$ cat config.mk
export PLATFORM = sky130hd
export DESIGN_NAME = dt_skeleton
export DESIGN_NICKNAME = d
export VERILOG_FILES = /design/src/rtl/dt_skeleton.sv
export SDC_FILE = /design/constraint.sdc
export NUM_CORES = 1
export LEC_CHECK = 0
export ABC_AREA = 1
export BUFFER_PORTS_ARGS = -buffer_cell sky130_fd_sc_hd__buf_2
export CAP_MARGIN = 20
export CORE_MARGIN = 2
export CORE_UTILIZATION = 50
export CTS_BUF_LIST = sky130_fd_sc_hd__clkbuf_2
export DETAILED_ROUTE_END_ITERATION = 10
export HOLD_SLACK_MARGIN = 0.03
export PLACE_DENSITY = 0.84
export SETUP_SLACK_MARGIN = 0.5
export SLEW_MARGIN = 30
export SYNTH_ARGS = -nofsm -noshare
export SYNTH_HDL_FRONTEND = slang
export SYNTH_SLANG_ARGS = --single-unit
$ cat constraint.sdc
create_clock -name clk -period 3.1 [get_ports clk]
set_input_delay 0.31 -clock clk [delete_from_list [all_inputs] [get_ports clk]]
set_output_delay 0.31 -clock clk [all_outputs]
set_load 0.01 [all_outputs]
$ cat src/rtl/dt_skeleton.sv
// Medial-axis extraction over the 128x128 distance map: a pixel is kept when it is
// non-zero and not smaller than any of its 8 neighbours; results are packed 16 per word.
module dt_skeleton (
    input  logic        clk,
    input  logic        reset,
    input  logic        start,
    output logic        done,
    output logic        res_rd,
    output logic [13:0] res_addr,
    input  logic [7:0]  res_di,
    output logic        skel_wr,
    output logic [9:0]  skel_addr,
    output logic [15:0] skel_do,
    output logic [13:0] skel_cnt,
    output logic [7:0]  max_dist
);

    typedef enum logic [2:0] {IDLE, RD_C, CHK, RD_N, CMP, WR, DONE} state_t;

    state_t      state_q;
    logic [13:0] p_q;
    logic [7:0]  d_q;
    logic        ge_q;
    logic [2:0]  k_q;
    logic        rd_prev_q;
    logic [14:0] shift_q;
    logic        done_q;
    logic        res_rd_q;
    logic [13:0] res_addr_q;
    logic        skel_wr_q;
    logic [9:0]  skel_addr_q;
    logic [15:0] skel_do_q;
    logic [13:0] skel_cnt_q;
    logic [7:0]  max_dist_q;

    // Neighbour slot k (NW,N,NE,W,E,SW,S,SE) of pixel p: {in_image, address}.
    function automatic logic [14:0] nbr(input logic [13:0] p, input logic [2:0] k);
        logic [6:0]  r;
        logic [6:0]  c;
        logic        ok;
        logic [13:0] a;
        r = p[13:7];
        c = p[6:0];
        case (k)
            3'd0:    begin ok = (r != 7'd0)   && (c != 7'd0);   a = p - 14'd129; end
            3'd1:    begin ok = (r != 7'd0);                    a = p - 14'd128; end
            3'd2:    begin ok = (r != 7'd0)   && (c != 7'd127); a = p - 14'd127; end
            3'd3:    begin ok = (c != 7'd0);                    a = p - 14'd1;   end
            3'd4:    begin ok = (c != 7'd127);                  a = p + 14'd1;   end
            3'd5:    begin ok = (r != 7'd127) && (c != 7'd0);   a = p + 14'd127; end
            3'd6:    begin ok = (r != 7'd127);                  a = p + 14'd128; end
            default: begin ok = (r != 7'd127) && (c != 7'd127); a = p + 14'd129; end
        endcase
        return {ok, ok ? a : 14'd0};
    endfunction

    logic [2:0]  nbr_sel_d;
    logic [14:0] nbr_issue_d;
    logic [7:0]  nb_val_d;
    logic        nb_gt_d;
    logic        cmp_bit_d;
    logic        pix_bit_d;
    logic        adv_d;
    logic [15:0] shift_d;
    logic [13:0] p_inc_d;

    // NOTE: every signal in always_comb gets a value on every path, so no latch is inferred.
    always_comb begin
        nbr_sel_d = k_q + 3'd1;
        if (state_q == RD_C) nbr_sel_d = 3'd0;
        if (state_q == CHK)  nbr_sel_d = 3'd1;
        nbr_issue_d = nbr(p_q, nbr_sel_d);
        // Slots with no read (out of image) count as distance 0.
        nb_val_d  = rd_prev_q ? res_di : 8'd0;
        nb_gt_d   = nb_val_d > d_q;
        cmp_bit_d = ge_q & ~nb_gt_d;
        pix_bit_d = (state_q == CMP) ? cmp_bit_d : 1'b0;
        adv_d     = ((state_q == CHK) && (res_di == 8'd0)) || (state_q == CMP);
        shift_d   = {shift_q, pix_bit_d};
        p_inc_d   = p_q + 14'd1;
    end

    // The NW read is issued while CHK decides on d; for a zero pixel it is simply dropped.
    // NOTE: state is updated with non-blocking assignments; the pixel-advance block at the
    // bottom deliberately overrides the per-state assignments made earlier in the same edge.
    always_ff @(posedge clk or negedge reset) begin
        if (!reset) begin
            state_q     <= IDLE;
            p_q         <= 14'd0;
            d_q         <= 8'd0;
            ge_q        <= 1'b0;
            k_q         <= 3'd0;
            rd_prev_q   <= 1'b0;
            shift_q     <= 15'd0;
            done_q      <= 1'b0;
            res_rd_q    <= 1'b0;
            res_addr_q  <= 14'd0;
            skel_wr_q   <= 1'b0;
            skel_addr_q <= 10'd0;
            skel_do_q   <= 16'd0;
            skel_cnt_q  <= 14'd0;
            max_dist_q  <= 8'd0;
        end else begin
            rd_prev_q <= res_rd_q;
            case (state_q)
                IDLE, DONE: begin
                    if (start) begin
                        p_q        <= 14'd0;
                        shift_q    <= 15'd0;
                        skel_cnt_q <= 14'd0;
                        max_dist_q <= 8'd0;
                        done_q     <= 1'b0;
                        res_rd_q   <= 1'b1;
                        res_addr_q <= 14'd0;
                        state_q    <= RD_C;
                    end
                end
                RD_C: begin
                    {res_rd_q, res_addr_q} <= nbr_issue_d;
                    state_q <= CHK;
                end
                CHK: begin
                    d_q  <= res_di;
                    ge_q <= 1'b1;
                    if (res_di > max_dist_q) max_dist_q <= res_di;
                    if (res_di != 8'd0) begin
                        {res_rd_q, res_addr_q} <= nbr_issue_d;
                        k_q     <= 3'd1;
                        state_q <= RD_N;
                    end
                end
                RD_N: begin
                    if (nb_gt_d) ge_q <= 1'b0;
                    if (k_q == 3'd7) begin
                        res_rd_q   <= 1'b0;
                        res_addr_q <= 14'd0;
                        state_q    <= CMP;
                    end else begin
                        {res_rd_q, res_addr_q} <= nbr_issue_d;
                        k_q <= k_q + 3'd1;
                    end
                end
                CMP: begin
                    if (cmp_bit_d) skel_cnt_q <= skel_cnt_q + 14'd1;
                end
                WR: begin
                    skel_wr_q <= 1'b0;
                    p_q       <= p_inc_d;
                    if (p_q == 14'h3FFF) begin
                        done_q  <= 1'b1;
                        state_q <= DONE;
                    end else begin
                        res_rd_q   <= 1'b1;
                        res_addr_q <= p_inc_d;
                        state_q    <= RD_C;
                    end
                end
                default: state_q <= IDLE;
            endcase

            if (adv_d) begin
                shift_q <= shift_d[14:0];
                if (p_q[3:0] == 4'hF) begin
                    skel_wr_q   <= 1'b1;
                    skel_addr_q <= p_q[13:4];
                    skel_do_q   <= shift_d;
                    res_rd_q    <= 1'b0;
                    res_addr_q  <= 14'd0;
                    state_q     <= WR;
                end else begin
                    p_q        <= p_inc_d;
                    res_rd_q   <= 1'b1;
                    res_addr_q <= p_inc_d;
                    state_q    <= RD_C;
                end
            end
        end
    end

    assign done      = done_q;
    assign res_rd    = res_rd_q;
    assign res_addr  = res_addr_q;
    assign skel_wr   = skel_wr_q;
    assign skel_addr = skel_addr_q;
    assign skel_do   = skel_do_q;
    assign skel_cnt  = skel_cnt_q;
    assign max_dist  = max_dist_q;

endmodule

==> impl_metrics.env, run 1 <==
export IMPL_critPathCapture="res_addr[12]"
export IMPL_routed_wire_length_per_instance_um=15.4
export IMPL_cts_num_sinks=110
export IMPL_dp_hpwl_mm=13.4
export IMPL_power_leakage_nw=4.19
export IMPL_worst_ir_drop_vdd_uv=520
export IMPL_clk_path_buf_depth=2
export IMPL_drv_cap=0
export IMPL_intPower_mw=4.14
export IMPL_synth_enable_flop_cells=0
export IMPL_dieHeight_um=122
export IMPL_global_route_wire_length_before_repair_mm=30.0
export IMPL_post_synth_instance_area_sq_um=7000
export IMPL_worst_setup_sp_type="flop"
export IMPL_hold_path_depth=4
export IMPL_rr_startpoint="state_q[2]"
export IMPL_cp_required_ns=3.69
export IMPL_grt_antenna_before_repair=1
export IMPL_synth_most_common_cell="sky130_fd_sc_hd__nand2_1"
export IMPL_final_hold_violation_count=0
export IMPL_synth_ff_type="sky130_fd_sc_hd__dfrtp_1"
export IMPL_arrival_time_at_the_worst_endpoint_ns=3.55
export IMPL_io_pins=76
export IMPL_pwr_share_comb=0.693
export IMPL_fin_worst_skew_ns=0.0397
export IMPL_worst_slew_margin_rel=0.524
export IMPL_fillers=1218
export IMPL_tritoncts_num_buffers=9
export IMPL_worst_setup_path_startpoint="state_q[2]"
export IMPL_number_of_distinct_library_cells_after_synthesis=44
export IMPL_finish_instance_area_sq_um=8270
export IMPL_netSwitchingPower_mw=4.51
export IMPL_timing_critical_path_fanout_max=8
export IMPL_final_min_clock_period_ns=2.96
export IMPL_power_share_switching=0.521
export IMPL_final_period_utilization=0.956
export IMPL_areaGrowthSynthToFinish_pct=18.1
export IMPL_clk_latency_ns=0.62
export IMPL_count_of_tritonroute_iterations_in_the_first_routing_pass=7
export IMPL_layout_drive_gt1_share=0.193
export IMPL_power_clock_fraction=0.076
export IMPL_clk_pin_slew_worst_paths_ns=0.33
export IMPL_numPortBuffers=75
export IMPL_report_power_total_mw=8.65
export IMPL_dpl_worst_slack_ns=0.0366
export IMPL_floorplan_initialDensity=0.508
export IMPL_horizontal_die_dimension_um=122
export IMPL_worst_r2r_setup_slack_ns=0.14
export IMPL_routed_via_count_divided_by_cell_count=5.53
export IMPL_holdCritStartpoint="start"
export IMPL_routed_wirelength_mm=19.0
export IMPL_post_place_cells=1189
export IMPL_run_status="finished, final reports clean"
export IMPL_ff2ff_path_depth=21
export IMPL_final_cells=1235
export IMPL_fmax_mhz=337
export IMPL_total_number_of_yosys_warnings=0
export IMPL_hp_class="input port to flop"
export IMPL_grt_overflow_total=0
export IMPL_clock_tree_from_tritoncts="built"
export IMPL_design_final_nets=1102
export IMPL_synth_largest_type_area_fraction=0.393
export IMPL_power_density_nw_per_um2=1050
export IMPL_worst_setup_path_type="flop to flop"
export IMPL_ys_top_cells_by_count="sky130_fd_sc_hd__nand2_1 (251), sky130_fd_sc_hd__inv_1 (118), sky130_fd_sc_hd__dfrtp_1 (110), sky130_fd_sc_hd__o21ai_0 (89), sky130_fd_sc_hd__nand3_1 (66)"
export IMPL_final_core_utilization=0.600
export IMPL_syn_area_per_cell_sq_um=7.44
export IMPL_synthTopCellsByArea="sky130_fd_sc_hd__dfrtp_1 (39%), sky130_fd_sc_hd__nand2_1 (13%), sky130_fd_sc_hd__ha_1 (7.2%)"
export IMPL_grt_total_usage=0.250
export IMPL_dr_first_iter_drc_count=830
export IMPL_worst_setup_path_end_kind="flop"
export IMPL_fin_ws_ns=0.136
export IMPL_rows=43
export IMPL_crit_reg2reg_capture="res_addr[12]"
export IMPL_dpl_instance_area_sq_um=7680
export IMPL_htree_num_levels=3
export IMPL_place_gp_congestion=0.971
export IMPL_layout_area_seq_sq_um=2760
export IMPL_grt_max_degree=59
export IMPL_number_of_synthesized_register_bits=110
export IMPL_async_reset_ff_frac=1.00
export IMPL_area_of_the_multi_input_gates_sq_um=3950
export IMPL_postSynthCellCount=941
export IMPL_power_sequential_fraction=0.231
export IMPL_via_count_of_the_routed_design=6831
export IMPL_first_global_vias=6387
export IMPL_fin_setup_tns_ns=0
export IMPL_drv_slew=0
export IMPL_finalHoldWorstSlack_ns=0.0713
export IMPL_root_buffer="sky130_fd_sc_hd__clkbuf_2"
export IMPL_unrepaired_setup_endpoints_after_global_routing="yes"
export IMPL_finalSetupViolations=0
export IMPL_placeableCoreArea_sq_um=13800
export IMPL_synth_yosys_seq_area_share=0.393
export IMPL_drt_drc_violations_left=0
export IMPL_drtAntennaViolNets=0
export IMPL_synth_nets=994
export IMPL_synthDominantAreaCellType="sky130_fd_sc_hd__dfrtp_1"
export IMPL_worst_slew_pin_transition_ns=0.714
export IMPL_floorplan_die_area_sq_um=15000
## worst min-delay path by stage
stage,endpoint,slack (ns)
global placement,skel_do[7],0.41
floorplan,asynchronous set/reset pin,0.01
finish,state_q[2],0.07
global route,state_q[2],0.14
CTS,state_q[2],0.06
detailed placement,skel_do[7],0.41
## worst max-delay path, stage by stage (launching register included)
cell,delay (ns)
sky130_fd_sc_hd__dfrtp_1,0.48
sky130_fd_sc_hd__inv_2,0.13
sky130_fd_sc_hd__nand3_4,0.17
sky130_fd_sc_hd__nand2_1,0.11
sky130_fd_sc_hd__nand2_2,0.10
sky130_fd_sc_hd__inv_2,0.12
sky130_fd_sc_hd__nand2_1,0.08
sky130_fd_sc_hd__o21a_4,0.26
sky130_fd_sc_hd__nand2_8,0.11
sky130_fd_sc_hd__inv_2,0.05
sky130_fd_sc_hd__fa_2,0.36
sky130_fd_sc_hd__o21ai_2,0.15
sky130_fd_sc_hd__nand2_1,0.10
sky130_fd_sc_hd__nand2_2,0.08
sky130_fd_sc_hd__nand2_1,0.05
sky130_fd_sc_hd__nand2_1,0.08
sky130_fd_sc_hd__nor2_1,0.05
sky130_fd_sc_hd__o21ai_1,0.14
sky130_fd_sc_hd__nand4_1,0.11
sky130_fd_sc_hd__nand2_1,0.08
sky130_fd_sc_hd__nand2_1,0.05
sky130_fd_sc_hd__nand3_1,0.07
## registers in the layout, summed over array words and instances (netlist names), named ones only
signal	flops
max_dist	8
d_q	8
skel_wr	1
res_rd	1
state_q	3
skel_cnt	14
ge_q	1
k_q	3
res_addr	14
skel_do	16
shift_q	15
skel_addr	10
rd_prev_q	1
done	1
p_q	13
## what timing repair did
action | 4_1_cts | 5_1_grt
setup endpoints to repair | 13 | 38
buffers inserted | 12 | 8
resized for setup | 26 | 21
pin swaps | 12 | 14
endpoints found under the hold margin | 71 | 0
hold buffers | 9 | 0
## layout make-up
| cell class | count | area share |
|---|---|---|
| clock buffer | 9 | 0.00545 |
| sequential | 110 | 0.333 |
| inverter | 130 | 0.0608 |
| multi-input combinational | 680 | 0.477 |
| antenna | 1 | 0.000303 |
| clock inverter | 7 | 0.00832 |
| tap | 180 | 0.0272 |
| timing repair buffer | 118 | 0.0875 |
## cell families after synthesis
kind of cell,after synthesis,synth area share
adders and majority gates,42,0.0772
and+or+nand+nor,435,0.274
xor gates and xnor gates,21,0.0263
buffers and inverters,151,0.0869
DFF,110,0.393
muxes,1,0.00143
AOI/OAI and AO/OA,181,0.141
## power by group through the flow
stage	Clock, mW	Sequential, mW	Combinational, mW
final	0.661	2.00	6.00
after global routing	0.723	2.03	6.56
after CTS	0.665	1.98	5.46
after detailed placement	0	2.00	4.99
after global placement	0	1.99	4.88
after floorplan	0	1.99	3.83
## layer usage
| metal | GRT usage | wire (um) | part of all wire | vias to the layer above |
|---|---|---|---|---|
| li1 | - | - | - | 3323 |
| met1 | 0.313 | 7870 | 0.41 | 3157 |
| met2 | 0.434 | 9310 | 0.49 | 272 |
| met3 | 0.0325 | 999 | 0.053 | 79 |
| met4 | 0.103 | 799 | 0.042 | 0 |
| met5 | 0 | 0 | 0 | - |
## placed cells by master, fill, tap and decap left out, types with 4 or more instances in the layout
cell type                         n
sky130_fd_sc_hd__buf_2           74
sky130_fd_sc_hd__nor2_2           5
sky130_fd_sc_hd__o22ai_1         17
sky130_fd_sc_hd__nand2_1        245
sky130_fd_sc_hd__a21oi_2          5
sky130_fd_sc_hd__o211ai_1         7
sky130_fd_sc_hd__nand2_4          5
sky130_fd_sc_hd__inv_1          115
sky130_fd_sc_hd__nor2_1          54
sky130_fd_sc_hd__o21ai_0         83
sky130_fd_sc_hd__ha_1            27
sky130_fd_sc_hd__ha_4            12
sky130_fd_sc_hd__nand3_1         60
sky130_fd_sc_hd__clkinvlp_4       4
sky130_fd_sc_hd__xnor2_1          5
sky130_fd_sc_hd__inv_2            8
sky130_fd_sc_hd__dlygate4sd3_1    9
sky130_fd_sc_hd__clkbuf_2         9
sky130_fd_sc_hd__nand4_1         22
sky130_fd_sc_hd__buf_4           35
sky130_fd_sc_hd__nor3_1          12
sky130_fd_sc_hd__nand2_2         11
sky130_fd_sc_hd__nand3_2          6
sky130_fd_sc_hd__dfrtp_1        108
sky130_fd_sc_hd__o21ai_1         18
sky130_fd_sc_hd__nand3_4          4
sky130_fd_sc_hd__a21oi_1         32
sky130_fd_sc_hd__xor2_1          14
Note: power is estimated with default switching activity, not from simulation.
==> run 2: changes to the inputs <==
--- a/config.mk
+++ b/config.mk
@@ -5,7 +5,6 @@
 export SDC_FILE = /design/constraint.sdc
 export NUM_CORES = 1
 export LEC_CHECK = 0
-export ABC_AREA = 1
 export BUFFER_PORTS_ARGS = -buffer_cell sky130_fd_sc_hd__buf_2
 export CAP_MARGIN = 20
 export CORE_MARGIN = 2
==> impl_metrics.env, run 2 <==
export IMPL_grt_overflow_total=0
export IMPL_synth_largest_type_area_fraction=0.384
export IMPL_placeableCoreArea_sq_um=13900
export IMPL_areaGrowthSynthToFinish_pct=20.4
export IMPL_drv_cap=0
export IMPL_root_buffer="sky130_fd_sc_hd__clkbuf_2"
export IMPL_routed_via_count_divided_by_cell_count=6.13
export IMPL_async_reset_ff_frac=1.00
export IMPL_grt_max_degree=111
export IMPL_n_antenna_cell=0
export IMPL_worst_setup_path_type="flop to flop"
export IMPL_fmax_mhz=312
export IMPL_global_route_wire_length_before_repair_mm=31.1
export IMPL_synth_yosys_seq_area_share=0.384
export IMPL_worst_ir_drop_vdd_uv=587
export IMPL_worst_r2r_setup_slack_ns=-0.11
export IMPL_post_synth_instance_area_sq_um=7170
export IMPL_synth_ff_type="sky130_fd_sc_hd__dfrtp_1"
export IMPL_synth_enable_flop_cells=0
export IMPL_synth_most_common_cell="sky130_fd_sc_hd__dfrtp_1"
export IMPL_arrival_time_at_the_worst_endpoint_ns=3.79
export IMPL_pwr_share_comb=0.671
export IMPL_layout_drive_gt1_share=0.268
export IMPL_worst_path_largest_cell_delay_ns=0.48
export IMPL_routed_wirelength_mm=19.7
export IMPL_rr_startpoint="k_q[0]"
export IMPL_critPathSlowestCell="sky130_fd_sc_hd__or4_1"
export IMPL_cp_required_ns=3.68
export IMPL_design_final_nets=969
export IMPL_synthXorXnorAreaFrac=0.0255
export IMPL_timing_critical_path_fanout_max=5
export IMPL_grt_total_usage=0.259
export IMPL_yosys_mux_area_fraction=0.0759
export IMPL_finalHoldWorstSlack_ns=0.167
export IMPL_netSwitchingPower_mw=3.88
export IMPL_clk_latency_ns=0.68
export IMPL_fin_worst_skew_ns=0.0444
export IMPL_worst_setup_sp_type="flop"
export IMPL_ys_top_cells_by_count="sky130_fd_sc_hd__dfrtp_1 (110), sky130_fd_sc_hd__nand2_1 (106), sky130_fd_sc_hd__o21ai_0 (56), sky130_fd_sc_hd__nor2_1 (51), sky130_fd_sc_hd__inv_1 (41)"
export IMPL_tritoncts_num_buffers=9
export IMPL_total_number_of_yosys_warnings=0
export IMPL_cp_cell_sequence="ha_2, ha_4, nor3b_4, o21ai_1, a22oi_2, a31oi_2, ha_1, a21o_1, nor2b_1, nor4_2, a21oi_1, or4_1, nand4_1, a211oi_1"
export IMPL_via_count_of_the_routed_design=6747
export IMPL_layout_commonest_cell="sky130_fd_sc_hd__dfrtp_1"
export IMPL_dp_hpwl_mm=13.5
export IMPL_failed_checks="setup timing"
export IMPL_power_sequential_fraction=0.238
export IMPL_rows=43
export IMPL_routed_wire_length_per_instance_um=17.9
export IMPL_dominant_combinational_cell_family_by_area_after_synthesis="compound AO/OA/AOI/OAI gates"
export IMPL_clk_path_buf_depth=2
export IMPL_power_leakage_nw=4.20
export IMPL_layout_cells_most_common_list="sky130_fd_sc_hd__dfrtp_1 (108), sky130_fd_sc_hd__nand2_1 (105), sky130_fd_sc_hd__buf_2 (74)"
export IMPL_fin_setup_tns_ns=-0.189
export IMPL_syn_area_per_cell_sq_um=8.90
export IMPL_synth_nets=859
export IMPL_synth_simple_area_share=0.195
export IMPL_worst_slew_pin_transition_ns=0.896
export IMPL_count_of_tritonroute_iterations_in_the_first_routing_pass=5
export IMPL_drv_slew=0
export IMPL_synth_compound_area_frac=0.196
export IMPL_io_pins=76
export IMPL_fin_ws_ns=-0.108
export IMPL_run_status="finished, violations left"
export IMPL_finalSetupViolations=4
export IMPL_drt_drc_violations_left=0
export IMPL_postSynthCellCount=806
export IMPL_report_power_total_mw=8.22
export IMPL_grt_antenna_before_repair=0
export IMPL_floorplan_initialDensity=0.515
export IMPL_cts_num_sinks=110
export IMPL_synthDominantAreaCellType="sky130_fd_sc_hd__dfrtp_1"
export IMPL_worst_slew_margin_rel=0.403
export IMPL_power_density_nw_per_um2=951
export IMPL_number_of_distinct_library_cells_after_synthesis=72
export IMPL_clock_tree_from_tritoncts="built"
export IMPL_htree_num_levels=3
export IMPL_power_share_switching=0.472
export IMPL_first_global_vias=6406
export IMPL_worst_setup_path_end_kind="flop"
export IMPL_final_hold_violation_count=0
export IMPL_dpl_worst_slack_ns=-0.0861
export IMPL_final_cells=1101
export IMPL_place_gp_congestion=0.974
export IMPL_synth_adder_area_share=0.0753
export IMPL_final_period_utilization=1.03
export IMPL_dieHeight_um=124
export IMPL_ff2ff_path_depth=14
export IMPL_path_delay_family="simple AND/OR/NAND/NOR gates"
export IMPL_hp_class="input port to asynchronous set/reset pin"
export IMPL_power_clock_fraction=0.091
export IMPL_unrepaired_setup_endpoints_after_global_routing="yes"
export IMPL_crit_reg2reg_capture="res_addr[13]"
export IMPL_horizontal_die_dimension_um=124
export IMPL_cp_buffers_inverters=0
export IMPL_drtAntennaViolNets=0
export IMPL_final_min_clock_period_ns=3.21
export IMPL_clk_pin_slew_worst_paths_ns=0.35
export IMPL_largest_reg_flops=16
export IMPL_post_place_cells=1056
export IMPL_numPortBuffers=75
export IMPL_number_of_synthesized_register_bits=110
export IMPL_floorplan_die_area_sq_um=15300
export IMPL_synthTopCellsByArea="sky130_fd_sc_hd__dfrtp_1 (38%), sky130_fd_sc_hd__ha_1 (7.0%), sky130_fd_sc_hd__nand2_1 (5.5%)"
export IMPL_dr_first_iter_drc_count=699
export IMPL_intPower_mw=4.34
run 2: cell types whose count changed after synthesis, moves of 18 or more:
cell                       before  now
sky130_fd_sc_hd__mux2_2         0   27
sky130_fd_sc_hd__mux2i_1        1   24
sky130_fd_sc_hd__nand2b_1       1   19
sky130_fd_sc_hd__nand2_1      251  106
sky130_fd_sc_hd__nand3_1       66   32
sky130_fd_sc_hd__inv_1        118   41
sky130_fd_sc_hd__o21ai_0       89   56
run 2: cell type report:
class                      instances  area [sq um]
fill                            1129          5300
tap                              180           225
sequential                       110          2760
inverter                          41           159
clock buffer                      10          50.0
timing repair buffer             143           945
multi-input combinational        611          4410
clock inverter                     6          92.6
run 2: repair_timing:
item                                   CTS  global route
setup endpoints to repair               27            30
hold buffers                            10             0
buffers inserted                        10             9
gates resized for setup                 32            35
pin swaps                               18            23
endpoints found under the hold margin  128             0
run 2: cells by family (layout without fill, tap and decap cells):
family | Yosys count | in the layout
simple gates | 290 | 290
compound gates | 208 | 208
xor+xnor | 20 | 20
fa+ha+maj | 42 | 42
mux | 51 | 51
buf+inv | 85 | 200
flops | 110 | 110
run 2: worst max-delay path by stage:
| stage | from | end | depth (start not counted) |
|---|---|---|---|
| floorplan | k_q[0] | res_addr[6] | 16 |
| global placement | k_q[1] | res_addr[13] | 14 |
| detailed placement | k_q[1] | res_addr[13] | 14 |
| CTS | k_q[0] | res_addr[13] | 14 |
| global route | k_q[0] | res_addr[13] | 14 |
| finish | k_q[0] | res_addr[13] | 14 |
run 2: power by group through the flow:
stage                     Sequential (mW)  Clock, mW  Combinational, mW
after floorplan                      1.96          0               3.18
after global placement               1.97          0               4.38
after detailed placement             1.98          0               4.51
after CTS                            1.95      0.772               4.97
after global routing                 1.99      0.822               5.98
final                                1.96      0.750               5.51
run 2: metal layers:
| metal | vias up | track usage | wire length (um) |
|---|---|---|---|
| met5 | - | 0 | 0 |
| met4 | 0 | 0.104 | 733 |
| met3 | 82 | 0.0614 | 1480 |
| met2 | 310 | 0.432 | 9460 |
| met1 | 3247 | 0.325 | 7990 |
| li1 | 3108 | - | - |
run 2: through the flow:
step / cell area [sq um] / utilization
4_1_cts: 8410 / 0.603
5_1_grt: 8640 / 0.620
3_5_place_dp: 7960 / 0.572
3_3_place_gp: 7960 / 0.572
6_report: 8640 / 0.620
2_1_floorplan: 7270 / -
run 2: worst min-delay path, delay by kind of cell:
| kind | cells | cell delay, ns |
|---|---|---|
| buf+inv | 3 | 1.05 |
==> run 3: changes to the inputs <==
--- a/config.mk
+++ b/config.mk
@@ -9,7 +9,7 @@
 export CAP_MARGIN = 20
 export CORE_MARGIN = 2
 export CORE_UTILIZATION = 50
-export CTS_BUF_LIST = sky130_fd_sc_hd__clkbuf_2
+export CTS_BUF_LIST = sky130_fd_sc_hd__clkbuf_4
 export DETAILED_ROUTE_END_ITERATION = 10
 export HOLD_SLACK_MARGIN = 0.03
 export PLACE_DENSITY = 0.84
==> impl_metrics.env, run 3 (same netlist as run 2, synthesis figures left out) <==
export IMPL_run_status="finished, violations left"
export IMPL_failed_checks="setup timing"
export IMPL_numPortBuffers=75
export IMPL_worst_r2r_setup_slack_ns=-0.12
export IMPL_layout_drive_gt1_share=0.270
export IMPL_clk_path_buf_depth=2
export IMPL_via_count_of_the_routed_design=6737
export IMPL_critPathCapture="res_addr[13]"
export IMPL_routed_wire_length_per_instance_um=17.8
export IMPL_drv_slew=0
export IMPL_design_final_nets=960
export IMPL_floorplan_initialDensity=0.515
export IMPL_drv_cap=0
export IMPL_power_leakage_nw=4.20
export IMPL_global_route_wire_length_before_repair_mm=30.8
export IMPL_post_place_cells=1056
export IMPL_grt_overflow_total=0
export IMPL_placeableCoreArea_sq_um=13900
export IMPL_layout_area_seq_sq_um=2750
export IMPL_worst_setup_path_startpoint="k_q[0]"
export IMPL_floorplan_die_area_sq_um=15300
export IMPL_worst_path_largest_cell_delay_ns=0.48
export IMPL_routed_via_count_divided_by_cell_count=6.17
export IMPL_layout_commonest_cell="sky130_fd_sc_hd__dfrtp_1"
export IMPL_fin_worst_skew_ns=0.0209
export IMPL_worst_setup_path_end_kind="flop"
export IMPL_unrepaired_setup_endpoints_after_global_routing="yes"
export IMPL_worst_ir_drop_vdd_uv=571
export IMPL_rr_startpoint="k_q[0]"
export IMPL_first_global_vias=6292
export IMPL_finalSetupViolations=5
export IMPL_grt_antenna_before_repair=0
export IMPL_worst_setup_sp_type="flop"
export IMPL_area_of_the_multi_input_gates_sq_um=4420
export IMPL_n_antenna_cell=0
export IMPL_dieHeight_um=124
export IMPL_worst_setup_path_type="flop to flop"
export IMPL_hp_class="input port to flop"
export IMPL_dp_hpwl_mm=13.5
export IMPL_worst_slew_margin_rel=0.350
export IMPL_fmax_mhz=311
export IMPL_cp_required_ns=3.50
export IMPL_final_hold_violation_count=0
export IMPL_areaGrowthSynthToFinish_pct=19.6
export IMPL_timing_critical_path_fanout_max=5
export IMPL_layout_cells_most_common_list="sky130_fd_sc_hd__dfrtp_1 (109), sky130_fd_sc_hd__nand2_1 (104), sky130_fd_sc_hd__buf_2 (74)"
export IMPL_grt_total_usage=0.257
export IMPL_largest_reg_flops=16
export IMPL_clock_tree_from_tritoncts="built"
export IMPL_routed_wirelength_mm=19.4
export IMPL_final_min_clock_period_ns=3.22
export IMPL_tritoncts_num_buffers=9
export IMPL_arrival_time_at_the_worst_endpoint_ns=3.62
export IMPL_root_buffer="sky130_fd_sc_hd__clkbuf_4"
export IMPL_fin_ws_ns=-0.118
export IMPL_horizontal_die_dimension_um=124
export IMPL_critPathSlowestCell="sky130_fd_sc_hd__or4_1"
export IMPL_final_period_utilization=1.04
export IMPL_worst_slew_pin_transition_ns=0.975
export IMPL_finalHoldWorstSlack_ns=0.0658
export IMPL_htree_num_levels=3
export IMPL_grt_max_degree=111
export IMPL_cts_num_sinks=110
export IMPL_drt_drc_violations_left=0
export IMPL_io_pins=76
export IMPL_clk_pin_slew_worst_paths_ns=0.18
export IMPL_cp_cell_sequence="ha_2, ha_4, nor3b_4, o21ai_1, a22oi_2, a31oi_2, ha_1, a21o_1, nor2b_1, nor4_2, a21oi_1, or4_1, nand4_1, a211oi_1"
export IMPL_place_gp_congestion=0.974
export IMPL_power_density_nw_per_um2=965
export IMPL_fillers=1135
export IMPL_ff2ff_path_depth=14
export IMPL_count_of_tritonroute_iterations_in_the_first_routing_pass=6
export IMPL_rows=43
export IMPL_clk_latency_ns=0.51
export IMPL_final_cells=1092
export IMPL_crit_reg2reg_capture="res_addr[13]"
export IMPL_dr_first_iter_drc_count=691
export IMPL_drtAntennaViolNets=0
[run 3: cell types whose count changed in the layout (fill, tap and decap cells not counted), sizes merged]
cell,before,now
dlygate4sd3,10,1
[run 3: layer usage]
| layer | global-route usage | part of all wire | vias to the layer above |
|---|---|---|---|
| met1 | 0.327 | 0.40 | 3217 |
| met5 | 0 | 0 | - |
| li1 | - | - | 3096 |
| met3 | 0.0600 | 0.078 | 71 |
| met4 | 0.102 | 0.038 | 0 |
| met2 | 0.425 | 0.48 | 353 |
[run 3: worst max-delay path: cells and delay by family (launching register included)]
kind                       cells  cell delay (ns)
adders and majority gates      3             0.77
and+or+nand+nor                5             1.18
DFF                            1             0.42
AOI/OAI and AO/OA              6             0.76
[run 3: per-stage QoR]
| step | setup WS [ns] | power [mW] | TNS, ns | cell area [sq um] | util |
|---|---|---|---|---|---|
| after floorplan | -0.0265 | 5.15 | -0.0265 | 7270 | - |
| after global placement | 0.0178 | 6.35 | 0 | 7960 | 0.572 |
| after detailed placement | -0.0861 | 6.50 | -0.240 | 7960 | 0.572 |
| after CTS | -0.0921 | 7.72 | -0.0921 | 8330 | 0.598 |
| after global routing | -0.288 | 8.85 | -1.39 | 8580 | 0.616 |
| final | -0.118 | 8.28 | -0.250 | 8580 | 0.616 |
[run 3: worst min-delay path by stage]
stage / cells past startpoint / slack [ns] / to / start
after floorplan: 0 / 0.01 / asynchronous set/reset pin / reset
after global placement: 0 / 0.40 / rd_prev_q / res_rd
after detailed placement: 0 / 0.42 / rd_prev_q / res_rd
after CTS: 3 / 0.04 / max_dist[1] / res_di[1]
after global routing: 3 / 0.06 / max_dist[3] / res_di[3]
final: 3 / 0.07 / max_dist[4] / res_di[4]
[run 3: power breakdown]
group | switching, mW | internal (mW)
logic | 3.10 | 2.42
clock network | 0.532 | 0.279
registers | 0.251 | 1.71
total | 3.88 | 4.40
[run 3: timing repair]
action                                  CTS  global route
endpoints found under the setup margin   27            29
cloned                                    0             0
pin swaps                                15            26
endpoints found under the hold margin   110             0
hold buffers                              1             0
gates resized for setup                  27            39
setup buffers                            10             9
[run 3: area by class of cell]
cell class | instances | area share
clock buffers | 10 | 0.00875
clock inverters | 6 | 0.0108
inverters | 41 | 0.0185
multi-input cells | 611 | 0.515
flip-flops and latches | 110 | 0.321
well taps | 180 | 0.0262
repair buffers | 134 | 0.0996
